### config.mk
export PLATFORM = sky130hd
export DESIGN_NAME = uart_tx_fifo
export DESIGN_NICKNAME = d
export VERILOG_FILES = /design/src/rtl/uart_tx_fifo.sv
export SDC_FILE = /design/constraint.sdc
export NUM_CORES = 1
export LEC_CHECK = 0
export CAP_MARGIN = 25
export CORE_ASPECT_RATIO = 1.2
export CORE_MARGIN = 2
export CORE_UTILIZATION = 44
export CTS_CLUSTER_SIZE = 40
export DETAILED_ROUTE_END_ITERATION = 16
export PLACE_DENSITY = 0.65
export SKIP_CTS_REPAIR_TIMING = 1
export SYNTH_ARGS = -nofsm -noshare
export SYNTH_HDL_FRONTEND = slang
export SYNTH_SLANG_ARGS = --single-unit
### constraint.sdc
create_clock -name clk -period 2.4 [get_ports clk]
set_input_delay 0.48 -clock clk [delete_from_list [all_inputs] [get_ports clk]]
set_output_delay 0.48 -clock clk [all_outputs]
set_load 0.05 [all_outputs]
### src/rtl/uart_tx_fifo.sv
// uart_tx_fifo: transmit FIFO feeding a UART serialiser.
// Bytes pushed with Load_Data are queued and sent back-to-back on Tx.
// Each frame is start, data (LSB first), optional parity, then stop.
// Every output comes straight from a register.
module uart_tx_fifo #(
    parameter int DATA_BITS    = 8,
    parameter int FIFO_WIDTH   = 2,
    parameter int CLKS_PER_BIT = 16,
    parameter int PARITY_EN    = 1,
    parameter int PARITY_ODD   = 0
) (
    input  logic                 clk,
    input  logic                 rst,
    input  logic [DATA_BITS-1:0] Tx_Data,
    input  logic                 Load_Data,
    input  logic                 BIST_Mode,
    output logic                 Tx,
    output logic                 Tx_Busy,
    output logic                 Tx_Done,
    output logic                 FIFO_Empty,
    output logic                 FIFO_Full,
    output logic                 FIFO_Overflow
);

    localparam int ENTRIES = 2 ** FIFO_WIDTH;
    localparam int CNT_W   = FIFO_WIDTH + 1;
    localparam int BAUD_W  = (CLKS_PER_BIT > 1) ? $clog2(CLKS_PER_BIT) : 1;
    localparam int BIT_W   = (DATA_BITS > 1) ? $clog2(DATA_BITS) : 1;

    localparam logic [BAUD_W-1:0]     BAUD_LAST = BAUD_W'(CLKS_PER_BIT - 1);
    localparam logic [BAUD_W-1:0]     BAUD_ONE  = BAUD_W'(1);
    localparam logic [BIT_W-1:0]      BIT_LAST  = BIT_W'(DATA_BITS - 1);
    localparam logic [BIT_W-1:0]      BIT_ONE   = BIT_W'(1);
    localparam logic [CNT_W-1:0]      CNT_FULL  = CNT_W'(ENTRIES);
    localparam logic [CNT_W-1:0]      CNT_ONE   = CNT_W'(1);
    localparam logic [FIFO_WIDTH-1:0] PTR_ONE   = FIFO_WIDTH'(1);

    typedef enum logic [2:0] {
        S_IDLE   = 3'd0,
        S_START  = 3'd1,
        S_DATA   = 3'd2,
        S_PARITY = 3'd3,
        S_STOP   = 3'd4
    } state_t;

    // Parity bit for one frame: even = XOR of data, odd = its inverse.
    function automatic logic frame_parity(input logic [DATA_BITS-1:0] d);
        logic p;
        p = ^d;
        if (PARITY_ODD != 0) begin
            return ~p;
        end else begin
            return p;
        end
    endfunction

    logic [DATA_BITS-1:0]  mem_q [ENTRIES];
    logic [FIFO_WIDTH-1:0] wr_ptr_q, wr_ptr_d, rd_ptr_q, rd_ptr_d;
    logic [CNT_W-1:0]      count_q, count_d;
    logic                  empty_q, empty_d, full_q, full_d, ovf_q, ovf_d;

    state_t                state_q, state_d;
    logic [BAUD_W-1:0]     baud_q, baud_d;
    logic [BIT_W-1:0]      bit_q, bit_d;
    logic [DATA_BITS-1:0]  shift_q, shift_d;
    logic                  par_q, par_d;
    logic                  tx_q, tx_d, busy_q, busy_d, done_q, done_d;

    logic                  pop_s, push_ok_s, can_start_s, baud_end_s;
    logic [DATA_BITS-1:0]  head_s;

    // Frame sequencer: decides pops and the next serial line level.
    always_comb begin
        state_d     = state_q;
        baud_d      = baud_q;
        bit_d       = bit_q;
        shift_d     = shift_q;
        par_d       = par_q;
        tx_d        = tx_q;
        busy_d      = busy_q;
        done_d      = 1'b0;
        pop_s       = 1'b0;
        head_s      = mem_q[rd_ptr_q];
        can_start_s = (count_q != {CNT_W{1'b0}}) && !BIST_Mode;
        baud_end_s  = (baud_q == BAUD_LAST);
        case (state_q)
            S_IDLE: begin
                tx_d   = 1'b1;
                busy_d = 1'b0;
                baud_d = {BAUD_W{1'b0}};
                if (can_start_s) begin
                    pop_s   = 1'b1;
                    state_d = S_START;
                    tx_d    = 1'b0;
                    busy_d  = 1'b1;
                    shift_d = head_s;
                    par_d   = frame_parity(head_s);
                end else begin
                    state_d = S_IDLE;
                end
            end
            S_START: begin
                if (baud_end_s) begin
                    baud_d  = {BAUD_W{1'b0}};
                    bit_d   = {BIT_W{1'b0}};
                    tx_d    = shift_q[0];
                    state_d = S_DATA;
                end else begin
                    baud_d = baud_q + BAUD_ONE;
                end
            end
            S_DATA: begin
                if (baud_end_s) begin
                    baud_d = {BAUD_W{1'b0}};
                    if (bit_q == BIT_LAST) begin
                        if (PARITY_EN != 0) begin
                            state_d = S_PARITY;
                            tx_d    = par_q;
                        end else begin
                            state_d = S_STOP;
                            tx_d    = 1'b1;
                        end
                    end else begin
                        bit_d   = bit_q + BIT_ONE;
                        shift_d = shift_q >> 1;
                        tx_d    = shift_d[0];
                    end
                end else begin
                    baud_d = baud_q + BAUD_ONE;
                end
            end
            S_PARITY: begin
                if (baud_end_s) begin
                    baud_d  = {BAUD_W{1'b0}};
                    state_d = S_STOP;
                    tx_d    = 1'b1;
                end else begin
                    baud_d = baud_q + BAUD_ONE;
                end
            end
            S_STOP: begin
                if (baud_end_s) begin
                    baud_d = {BAUD_W{1'b0}};
                    done_d = 1'b1;
                    if (can_start_s) begin
                        // Chain straight into the next start bit, no idle gap.
                        pop_s   = 1'b1;
                        state_d = S_START;
                        tx_d    = 1'b0;
                        shift_d = head_s;
                        par_d   = frame_parity(head_s);
                    end else begin
                        state_d = S_IDLE;
                        tx_d    = 1'b1;
                        busy_d  = 1'b0;
                    end
                end else begin
                    baud_d = baud_q + BAUD_ONE;
                end
            end
            default: begin
                state_d = S_IDLE;
                tx_d    = 1'b1;
                busy_d  = 1'b0;
                baud_d  = {BAUD_W{1'b0}};
            end
        endcase
    end

    // FIFO bookkeeping: a push into a full FIFO is accepted only when a pop frees a slot on the same edge.
    always_comb begin
        push_ok_s = Load_Data && ((count_q != CNT_FULL) || pop_s);
        wr_ptr_d  = push_ok_s ? (wr_ptr_q + PTR_ONE) : wr_ptr_q;
        rd_ptr_d  = pop_s ? (rd_ptr_q + PTR_ONE) : rd_ptr_q;
        case ({push_ok_s, pop_s})
            2'b10:   count_d = count_q + CNT_ONE;
            2'b01:   count_d = count_q - CNT_ONE;
            default: count_d = count_q;
        endcase
        if (Load_Data && !push_ok_s) begin
            ovf_d = 1'b1;
        end else if (pop_s) begin
            ovf_d = 1'b0;
        end else begin
            ovf_d = ovf_q;
        end
        empty_d = (count_d == {CNT_W{1'b0}});
        full_d  = (count_d == CNT_FULL);
    end

    // State registers with synchronous active-low reset.
    always_ff @(posedge clk) begin
        if (!rst) begin
            state_q  <= S_IDLE;
            baud_q   <= {BAUD_W{1'b0}};
            bit_q    <= {BIT_W{1'b0}};
            shift_q  <= {DATA_BITS{1'b0}};
            par_q    <= 1'b0;
            tx_q     <= 1'b1;
            busy_q   <= 1'b0;
            done_q   <= 1'b0;
            wr_ptr_q <= {FIFO_WIDTH{1'b0}};
            rd_ptr_q <= {FIFO_WIDTH{1'b0}};
            count_q  <= {CNT_W{1'b0}};
            empty_q  <= 1'b1;
            full_q   <= 1'b0;
            ovf_q    <= 1'b0;
        end else begin
            state_q  <= state_d;
            baud_q   <= baud_d;
            bit_q    <= bit_d;
            shift_q  <= shift_d;
            par_q    <= par_d;
            tx_q     <= tx_d;
            busy_q   <= busy_d;
            done_q   <= done_d;
            wr_ptr_q <= wr_ptr_d;
            rd_ptr_q <= rd_ptr_d;
            count_q  <= count_d;
            empty_q  <= empty_d;
            full_q   <= full_d;
            ovf_q    <= ovf_d;
        end
    end

    // FIFO storage; contents need no reset because the pointers define validity.
    always_ff @(posedge clk) begin
        if (push_ok_s) begin
            mem_q[wr_ptr_q] <= Tx_Data;
        end
    end

    assign Tx            = tx_q;
    assign Tx_Busy       = busy_q;
    assign Tx_Done       = done_q;
    assign FIFO_Empty    = empty_q;
    assign FIFO_Full     = full_q;
    assign FIFO_Overflow = ovf_q;

endmodule

-- Word level (Yosys, flattened, before mapping)
Memories as Yosys holds them, arrays and structs flattened. A register that Yosys moved wholly into a read port is not among the register bits.
Cells that the tools add are included.
- add/subtract/negate cells: 6
- eq/ne operators: 17
- mux-type cells: 40
- bitwise gates (word level): 3
- reduce and logical (&&, ||, !) cells: 24
- operator list (kind ; count):
    two-way mux 8 bit ; 4
    two-way mux 3 bit ; 8
    one-hot mux 8 bit (3 select lines) ; 1
    two-way mux 1 bit ; 18
    one-hot mux 3 bit (5 select lines) ; 1
    != test 2 bit (second input constant) ; 7
    one-hot mux 3 bit (2 select lines) ; 2
    AND reduction 4 bit ; 3
    equality test 3 bit (second input constant) ; 3
    XOR reduction 8 bit ; 1
    adder 3 x 1 -> 3 bit (second input constant) ; 2
    equality test 3 x 2 -> 1 bit (second input constant) ; 2
    zero test 3 bit ; 2
    nonzero test 2 bit ; 3
    nonzero test 3 bit ; 2
    OR reduction 3 bit ; 2
    one-hot mux 1 bit (5 select lines) ; 1
    AND reduction 5 bit ; 1
    adder 2 x 1 -> 2 bit (second input constant) ; 2
    adder 4 x 1 -> 4 bit (second input constant) ; 1
    equality test 4 bit (second input constant) ; 1
    two-way mux 2 bit ; 2
    one-hot mux 1 bit (2 select lines) ; 2
    AND reduction 2 bit ; 2
    12 further kinds ; 17
- flip-flop bits (word level): 32
- RAM bits: 32
- bits of input ports: 12
- logic and storage cells: 105
- memories kept: 1
- memory list (memory ; words ; width ; rd ports ; clocked after memory_dff ; wr ports ; RTL line ; RTL):
    mem_q ; 4 ; 8 ; 1 ; 1 ; 1 ; 57 ; logic [DATA_BITS-1:0] mem_q [ENTRIES];

-- Depth between registers and ports, before layout
Gate-level depths: netlist of run 1.
- word-level depth: 10
- gate-level depth with buffers: 9

-- Least setup slack after synthesis of run 1
OpenSTA, ideal clock, no wires.
- path type: register -> register
- start point: register count_q[0]
- end point: register full_q, in the netlist FIFO_Full
- library setup time: 103 ps
- arrival: 2404 ps
- required time: 2297 ps
- path slack: -108 ps
- cell stages (with the launch flop): 8
- path buffers: 0
- cells stage by stage: dfxtp_1 nor3_1 a2111o_1 nor2_1 fa_1 or3_4 a21o_1 a2111oi_2
- longest elaborated chain between the ends: 10
- elaborated cells on any way between the ends: 14
- RTL lines (element ; RTL line ; RTL):
    start, declared ; 59 ; logic [CNT_W-1:0] count_q, count_d;
    start signal, assigned ; 204 ; count_q <= {CNT_W{1'b0}};
    start signal, assigned ; 219 ; count_q <= count_d;
    nonzero test 3 bit ; 84 ; can_start_s = (count_q != {CNT_W{1'b0}}) && !BIST_Mode;
    logical AND 1 bit ; 84 ;
    two-way mux 1 bit ; 91, 145 ;
    two-way mux 1 bit ; 142 ; if (baud_end_s) begin
    one-hot mux 1 bit (2 select lines) ; 86 ; case (state_q)
    logical OR 1 bit ; 172 ; push_ok_s = Load_Data && ((count_q != CNT_FULL) || pop_s);
    logical AND 1 bit ; 172 ;
    equality test 2 x 1 -> 1 bit or equality test 2 bit (tied branches) ; 175 ; case ({push_ok_s, pop_s})
    one-hot mux 3 bit (2 select lines) (*) ; 175 ;
    equality test 3 bit (*) ; 188 ; full_d = (count_d == CNT_FULL);
    end signal, assigned ; 221 ; full_q <= full_d;
    end, declared ; 60 ; logic empty_q, empty_d, full_q, full_d, ovf_q, ovf_d;
Mark *: on every way between the ends. The rest lies on a longest branch, timed or not.
A chain may end at the register's enable or synchronous reset.

-- Worst setup path in the final report of run 1
- start point: register baud_q[0]
- end point: register empty_q, in the netlist FIFO_Empty
- longest elaborated chain between the ends: 8
- elaborated cells on any way between the ends: 9
- RTL lines (element ; RTL line ; RTL):
    start, declared ; 63 ; logic [BAUD_W-1:0] baud_q, baud_d;
    start signal, assigned ; 195 ; baud_q <= {BAUD_W{1'b0}};
    start signal, assigned ; 210 ; baud_q <= baud_d;
    equality test 4 bit (*) ; 85 ; baud_end_s = (baud_q == BAUD_LAST);
    two-way mux 1 bit (*) ; 142 ;
    one-hot mux 1 bit (2 select lines) (*) ; 86 ;
    logical OR 1 bit ; 172 ;
    logical AND 1 bit ; 172 ;
    equality test 2 x 1 -> 1 bit or equality test 2 bit (tied branches) ; 175 ;
    one-hot mux 3 bit (2 select lines) (*) ; 175 ;
    zero test 3 bit (*) ; 187 ; empty_d = (count_d == {CNT_W{1'b0}});
    end signal, assigned ; 220 ; empty_q <= empty_d;
    end, declared ; 60 ;
Marked as above.

==> out/metrics.yaml, run 1 <==
clock_tree:
  cts-buffers-inserted: 9
  cts_tree: "done"
  clock_latency_ns: 0.36
  cts_buffer_depth: 2
  cts.htree.levels: 3
  clk_pin_slew_worst_paths_ns: 0.08
  cts-root-buf: "clkbuf_8"
  cts_num_sinks: 66
critical_path:
  cp-endpoint: "FIFO_Empty"
  reg2reg_depth: 7
  ff2ff_setup_slack_ns: 0.11
  critPathCaptureType: "flip-flop"
  startpoint_type: "flip-flop"
  required_ns: 2.67
  r2r-end: "FIFO_Empty"
  worstPathMaxFanout: 3
  crit_start: "baud_q[0]"
  r2r-start: "baud_q[0]"
  critPathKind: "flip-flop to flip-flop"
  worstPathArrival_ns: 2.55
power_and_ir_drop:
  ir_drop_uv: 592
  p_total_mw: 3.76
  p_per_area_nw_per_um2: 1060
  leakage_nw: 1.25
placed_design:
  routabilityCongestion: 0.767
  buffer_ports.inserted: 17
  dpl.hpwl_mm: 3.51
  dpl_cell_area_sq_um: 3320
yosys:
  async_flop_share_pct: 0
  syn_inst: 228
  yosys-top-cells-area: "edfxtp_1 (34%), dfxtp_1 (24%), mux4_2 (6.3%)"
  ys_ff_latch: 66
  yosys_warnings: 0
  ys_seq_area_share_pct: 57.3
  yosysTopAreaCell: "edfxtp_1"
  synth_area_sq_um: 2860
  ys.flop_type: "dfxtp_1"
  netlist.area_leader.share_pct: 33.6
  syn_area_per_cell_sq_um: 12.6
  synth.distinct_cells: 45
  synth_enable_flop_cells: 32
  synth_nets: 248
sta:
  maxSlewHeadroom_pct: 66.8
  worst-slew-pin-transition_ns: 0.496
  hold_violations: 0
  fmax_mhz: 437
  skew_ns: 0.00994
  fin_crit_ns: 2.29
  whs_ns: 0.427
  setup_viol: 0
  fin_crit_sh_pct: 95.3
  drv_slew: 0
final_layout:
  fin_area_sq_um: 3540
  final_layout_size_suffix_gt1_share_pct: 22.2
  syn_to_final_growth_pct: 23.6
  nets: 290
  n_antenna_cell: 0
  most-common-layout-cells: "dfxtp_1 (32), edfxtp_1 (32), nor2_1 (26)"
global_route:
  grt_util_all_layers_pct: 15.8
  grt_pass1_vias: 1869
  grt_max_degree: 23
  antenna_found_initial: 0
  grt_overflow: 0
  grt_pass1_wl_mm: 8.49
routing:
  post_drt_via_cell_ratio: 5.14
  drt-pass1-iter-count: 4
  drc_errors: 0
  drt-total-wl_mm: 4.92
  dr.first_iter.drc_count: 126
  via_count: 1849
  detail-route-antenna-nets: 0
  wl_per_cell_um: 13.7
floorplanning:
  core_area_sq_um: 6370
  pin_count: 18
  core.rowCount: 32
  die-area_sq_um: 7170
  die_h_um: 92.4
  start_util_pct: 45.0
  dieWidth_um: 77.6
run_status:
  status: "finished clean"
hold_path:
  hold-path-cell-count: 1
  hold_class: "flip-flop to flip-flop"
flow_run:
  drv_cap: 0
[registers in the layout, indices dropped and copies added (netlist names), named ones only]
register	cells
mem_q	32
shift_q	8
baud_q	4
bit_q	3
count_q	3
state_q	3
rd_ptr_q	2
wr_ptr_q	2
FIFO_Empty	1
FIFO_Full	1
FIFO_Overflow	1
Tx	1
Tx_Busy	1
Tx_Done	1
par_q	1
[layout make-up]
cell class / instances / area, sq um
fillers: 538 / 2830
flip-flops and latches: 66 / 1640
multi-input cells: 146 / 1160
repair buffers: 42 / 395
clock buffers: 9 / 124
well taps: 85 / 106
clock inverters: 7 / 83.8
inverters: 5 / 18.8
[power by group]
part / total, mW / internal, mW / switching, mW
clock network: 0.970 / 0.497 / 0.473
logic: 1.30 / 0.653 / 0.647
registers: 1.49 / 1.38 / 0.109
total: 3.76 / 2.53 / 1.23
[cells by family after synthesis]
group	share of synthesized area [%]
adders and majority gates	3.76
xor gates and xnor gates	5.20
DFF	57.3
buffers and inverters	2.49
muxes	10.2
and+or+nand+nor	11.7
AOI/OAI and AO/OA	9.35
[metrics by stage]
stage               cells  setup TNS (ns)  setup slack, ns  util [%]
finish                360               0            0.114      55.6
global route          360        -0.00451         -0.00451      55.6
CTS                   360               0           0.0243      55.4
detailed placement    344          -0.272           -0.172      52.2
global placement      344          -0.227           -0.150      52.2
floorplan             228               0           0.0122         -
[critical path: stages (launching register included)]
cell,delay [ns]
dfxtp_2,0.35
ha_2,0.20
nand3_2,0.10
a2111o_1,0.42
nor2_2,0.11
fa_1,0.42
a22o_1,0.29
o41ai_2,0.32
[synthesized netlist by cell type, types with 6 or more instances]
cell type  number
nand2_1         7
ha_1            7
edfxtp_1       32
nand3_1         6
mux4_2          8
and2_1          7
a21oi_1         9
a211oi_1        7
dfxtp_1        34
clkbuf_1        6
xnor2_1        12
mux2i_1        10
nor2_1         27
[how the worst min path moves through the flow]
stage	slack, ns	from	end
after floorplan	0.42	baud_q[0]	baud_q[0]
after global placement	0.43	baud_q[0]	baud_q[0]
after detailed placement	0.44	baud_q[0]	baud_q[0]
after CTS	0.45	baud_q[0]	baud_q[0]
after global routing	0.44	baud_q[0]	baud_q[0]
final	0.43	baud_q[0]	baud_q[0]
[routing by layer]
metal  share of wire, %  global-route usage [%]
met5                  0                       0
met4                2.3                    8.33
met3                4.7                    5.56
met2                 49                    26.0
met1                 44                    18.1
Power figures use the tool's default switching activity.
==> run 2, diff against run 1 <==
--- a/config.mk
+++ b/config.mk
@@ -7,3 +7,3 @@
 export LEC_CHECK = 0
-export CAP_MARGIN = 25
+export CAP_MARGIN = 20
 export CORE_ASPECT_RATIO = 1.2
--- a/constraint.sdc
+++ b/constraint.sdc
@@ -3,2 +3,2 @@
 set_output_delay 0.48 -clock clk [all_outputs]
-set_load 0.05 [all_outputs]
+set_load 0.1 [all_outputs]
==> run 2 against run 1 <==
Against the previous run: final cell count unchanged; combinational power up 6%; critical path depth unchanged; core utilization down 0.14 points; sequential share of layout area up 0.12 points; die area unchanged; via count down 0.16%; clock-buffer cell count unchanged; non-clock buffer count unchanged; critical path type unchanged; cell area down 0.25%; maximum frequency about the same.
==> out/metrics.yaml, run 2 (synthesized netlist as in run 1, its figures left out) <==
run_status:
  status: "finished clean"
final_layout:
  regMostFlops: "mem_q"
  syn_to_final_growth_pct: 23.3
  final_layout_size_suffix_gt1_share_pct: 24.0
  fin_util_pct: 55.4
  stdcell_count: 360
  n_antenna_cell: 0
  reg_top3: "mem_q: 32 flops, shift_q: 8 flops, baud_q: 4 flops"
  fin_area_sq_um: 3530
  most-common-layout-cells: "dfxtp_1 (32), edfxtp_1 (32), buf_4 (28)"
  nets: 290
  largest_reg_flops: 32
power_and_ir_drop:
  leakage_nw: 1.26
  power_switching_share_pct: 34.5
  p_switching_mw: 1.33
  combPwrFrac_pct: 35.9
  seqPwrFrac_pct: 38.9
  p_total_mw: 3.85
  pwr-share-clk_pct: 25.2
  ir_drop_uv: 493
  intPower_mw: 2.52
  p_per_area_nw_per_um2: 1090
routing:
  via_count: 1846
  drt-total-wl_mm: 5.15
  drt-pass1-iter-count: 4
  detail-route-antenna-nets: 0
  post_drt_via_cell_ratio: 5.13
  dr.first_iter.drc_count: 73
  drc_errors: 0
  wl_per_cell_um: 14.3
sta:
  tns_ns: 0
  fin_crit_sh_pct: 95.2
  setup_viol: 0
  worst-slew-pin-transition_ns: 0.372
  hold_violations: 0
  whs_ns: 0.453
  maxSlewHeadroom_pct: 75.2
  fin_crit_ns: 2.28
  drv_slew: 0
  fmax_mhz: 438
  skew_ns: 0.00984
  rsz0062_at_grt: "no"
  finalWorstSetupSlack_ns: 0.115
placed_design:
  routabilityCongestion: 0.778
  dpl.hpwl_mm: 3.65
  post-place-ws_ns: -0.175
  dp_cells: 344
  dpl_cell_area_sq_um: 3310
  buffer_ports.inserted: 17
flow_run:
  drv_cap: 0
critical_path:
  worstPathMaxFanout: 3
  critPathCaptureType: "flip-flop"
  r2r-start: "baud_q[0]"
  worstPathArrival_ns: 2.54
  reg2reg_depth: 7
  required_ns: 2.66
  startpoint_type: "flip-flop"
  critPathKind: "flip-flop to flip-flop"
  r2r-end: "FIFO_Empty"
  ff2ff_setup_slack_ns: 0.12
global_route:
  antenna_found_initial: 0
  grt_overflow: 0
  grt_max_degree: 23
  grt_util_all_layers_pct: 16.1
  grt_pass1_vias: 1899
  grt_pass1_wl_mm: 8.65
hold_path:
  min_from: "baud_q[0]"
  hold-path-cell-count: 1
  min_to: "baud_q[0]"
  hold_class: "flip-flop to flip-flop"
floorplanning:
  die_h_um: 92.4
  pin_count: 18
  dieWidth_um: 77.6
  die-area_sq_um: 7170
  core_area_sq_um: 6370
  core.rowCount: 32
  start_util_pct: 45.0
clock_tree:
  cts.htree.levels: 3
  clock_latency_ns: 0.34
  cts_buffer_depth: 2
  clk_pin_slew_worst_paths_ns: 0.08
  cts-buffers-inserted: 9
  cts_num_sinks: 66
  cts_tree: "done"
  cts-root-buf: "clkbuf_8"
run 2: area by class of cell:
cell class | count | area (sq um)
clock buffer | 9 | 124
clock inverter | 7 | 82.6
fill | 548 | 2840
inverter | 5 | 18.8
multi-input combinational | 146 | 1170
sequential | 66 | 1640
tap | 85 | 106
timing repair buffer | 42 | 380
run 2: worst max-delay path: stages, from the launching register on:
cell	delay, ns
dfxtp_2	0.37
ha_4	0.15
nand3_2	0.08
a2111o_1	0.44
nor2_1	0.13
fa_1	0.43
a22o_1	0.27
o41ai_2	0.33
run 2: layer usage:
layer / GRT usage, % / wire length, um / vias up / part of all wire [%]
li1: - / - / 917 / -
met1: 17.6 / 2230 / 895 / 43
met2: 28.1 / 2670 / 30 / 52
met3: 5.36 / 184 / 4 / 3.6
met4: 7.14 / 59 / 0 / 1.1
met5: 0 / 0 / - / 0
run 2: power groups by stage:
| stage | Clock, mW | Combinational, mW | Sequential, mW |
|---|---|---|---|
| final | 0.970 | 1.38 | 1.50 |
| after global routing | 1.04 | 1.53 | 1.52 |
| after CTS | 0.995 | 1.40 | 1.50 |
| after detailed placement | 0 | 1.39 | 1.52 |
| after global placement | 0 | 1.38 | 1.51 |
| after floorplan | 0 | 0.874 | 1.66 |
run 2: how the worst max path moves through the flow:
| stage | start | end | slack, ns | cells after the start |
|---|---|---|---|---|
| 3_5_place_dp | BIST_Mode | FIFO_Full | -0.18 | 7 |
| 2_1_floorplan | baud_q[0] | FIFO_Empty | 0.01 | 7 |
| 3_3_place_gp | BIST_Mode | FIFO_Full | -0.15 | 7 |
| 5_1_grt | baud_q[0] | FIFO_Empty | 0.02 | 7 |
| 4_1_cts | baud_q[0] | FIFO_Empty | 0.003 | 7 |
| 6_report | baud_q[0] | FIFO_Empty | 0.12 | 7 |
==> run 3, diff against run 2 <==
Settings changed: GPL_ROUTABILITY_DRIVEN set to 0.
==> results of run 3 <==
Final layout, timing and power as in run 2 (identical DEF).
==> variant (flow settings as in run 2) <==
`DATA_BITS`: 8 -> 4.
--- a/src/rtl/uart_tx_fifo.sv
+++ b/src/rtl/uart_tx_fifo.sv
@@ -3,7 +3,7 @@
 // Each frame is start, data (LSB first), optional parity, then stop.
 // Every output comes straight from a register.
 module uart_tx_fifo #(
-    parameter int DATA_BITS    = 8,
+    parameter int DATA_BITS    = 4,
     parameter int FIFO_WIDTH   = 2,
     parameter int CLKS_PER_BIT = 16,
     parameter int PARITY_EN    = 1,
Interface: changed (resized Tx_Data); port bits go from 18 to 14. The function was not compared with the original's and may differ.
==> variant against run 2 <==
Total power fell by 34%. Wire length fell by 25%. Setup slack got worse by 0.0071 ns. Sequential cell count fell by 21. Sequential share of layout area fell by 3.6 points. Area after synthesis fell by 27%. Final area fell by 30%. Die area fell by 26%. Critical path type unchanged. Critical endpoint unchanged.
==> variant: results (changes against run 2) <==
CTS Buf Count -> 5 (-4)
Largest regs -> mem_q x16, baud_q x4, shift_q x4
Synth Area in Compound Gates -> 11.97% (+2.6 points)
Synth Area per Inst -> 11.43 um^2 (-9.0%)
Vias -> 1420 (-23%)
Post-synth EDFFs -> 16 (-50%)
Share of the synthesized area in the top cell type -> 27.92% (-5.6 points)
Overall Global Routing Usage -> 16.09% (about the same)
Placed insts -> 261 (-24%)
M1 WL -> 1.607 mm (-28%)
Hpwl dp -> 2.884 mm (-21%)
DP Area -> 2349 um^2 (-29%)
Met2 wire len -> 2.090 mm (-22%)
Share of post-route cells with drive strength above 1 -> 22.17% (-1.8 points)
Top cells by count, synth -> dfxtp_1 (29), nor2_1 (21), edfxtp_1 (16)
Synth Area in XOR/XNOR -> 5.475% (+0.27 points)
Setup Slack @ Placement -> -0.1714 ns (+0.003745 ns)
Slew headroom -> 61.18% (-14 points)
Multiplexer share of the synthesized area -> 9.326% (-0.86 points)
Distinct cells, synth -> 49 (+8.9%)
Clock skew -> 0.004336 ns (-0.005508 ns)
# H-tree levels -> 2 (-1)
DR pass1 iterations -> 5 (+1)
Final wirelength -> 3.848 mm (-25%)
Worst Hold Launch -> shift_q[3]$_SDFFE_PN0P_
Largest net degree at the start of global routing -> 17 (-26%)
Clk_lat worst skew -> 0.29 ns (-0.05 ns)
CP arrival -> 2.50 ns (-0.04 ns)
Outcome -> finished clean
Post-synthesis adder-cell area fraction -> 4.573% (+0.81 points)
## variant: cell types whose count changed after synthesis, sizes merged, moves of 3 or more
cell / before / now
a211oi: 7 / 1
buf: 5 / 2
dfxtp: 34 / 29
edfxtp: 32 / 16
mux2i: 10 / 7
mux4: 8 / 4
nor2: 27 / 21
xnor2: 12 / 8
## variant: layer usage
| layer | global-route usage, % | up-vias |
|---|---|---|
| li1 | - | 716 |
| met3 | 3.966 | 2 |
| met2 | 28.10 | 23 |
| met5 | 0 | - |
| met1 | 19.56 | 679 |
| met4 | 4.286 | 0 |
## variant: worst paths after layout
check	endpoint	slack [ns]	cells past startpoint
setup / recovery	FIFO_Empty$_SDFF_PN1_	0.11	9
hold / removal	shift_q[3]$_SDFFE_PN0P_	0.46	2
setup reg to reg	FIFO_Empty$_SDFF_PN1_	0.11	9
hold reg to reg	shift_q[3]$_SDFFE_PN0P_	0.46	2
## variant: cell families after synthesis
logic type	Yosys count
xor gates and xnor gates	13
and+or+nand+nor	59
DFF	45
buffers and inverters	13
adders and majority gates	7
muxes	14
AOI/OAI and AO/OA	31
## variant: final cells by class
cell class,count,share of cell area (%)
Clock buffer,5,2.782
Sequential cell,45,42.99
Timing Repair Buffer,30,9.813
Inverter,5,0.7587
Multi-Input combinational cell,124,39.66
Tap cell,58,2.934
Clock inverter,3,1.062
## variant: worst max-delay path, stage by stage (launching register included)
cell and delay (ns):
dfxtp_2 0.36, ha_4 0.14, nand3_2 0.07, a2111o_4 0.48, nor2_4 0.10, fa_1 0.41, mux2i_1 0.17, o211ai_1 0.16
buf_4 0.16, o31ai_2 0.17
## variant: power breakdown
part / switching [mW] / leakage (nW) / internal [mW]
registers: 0.0956 / 0.384 / 0.927
logic: 0.587 / 0.502 / 0.461
clock network: 0.263 / 0.0487 / 0.212
total: 0.945 / 0.934 / 1.60
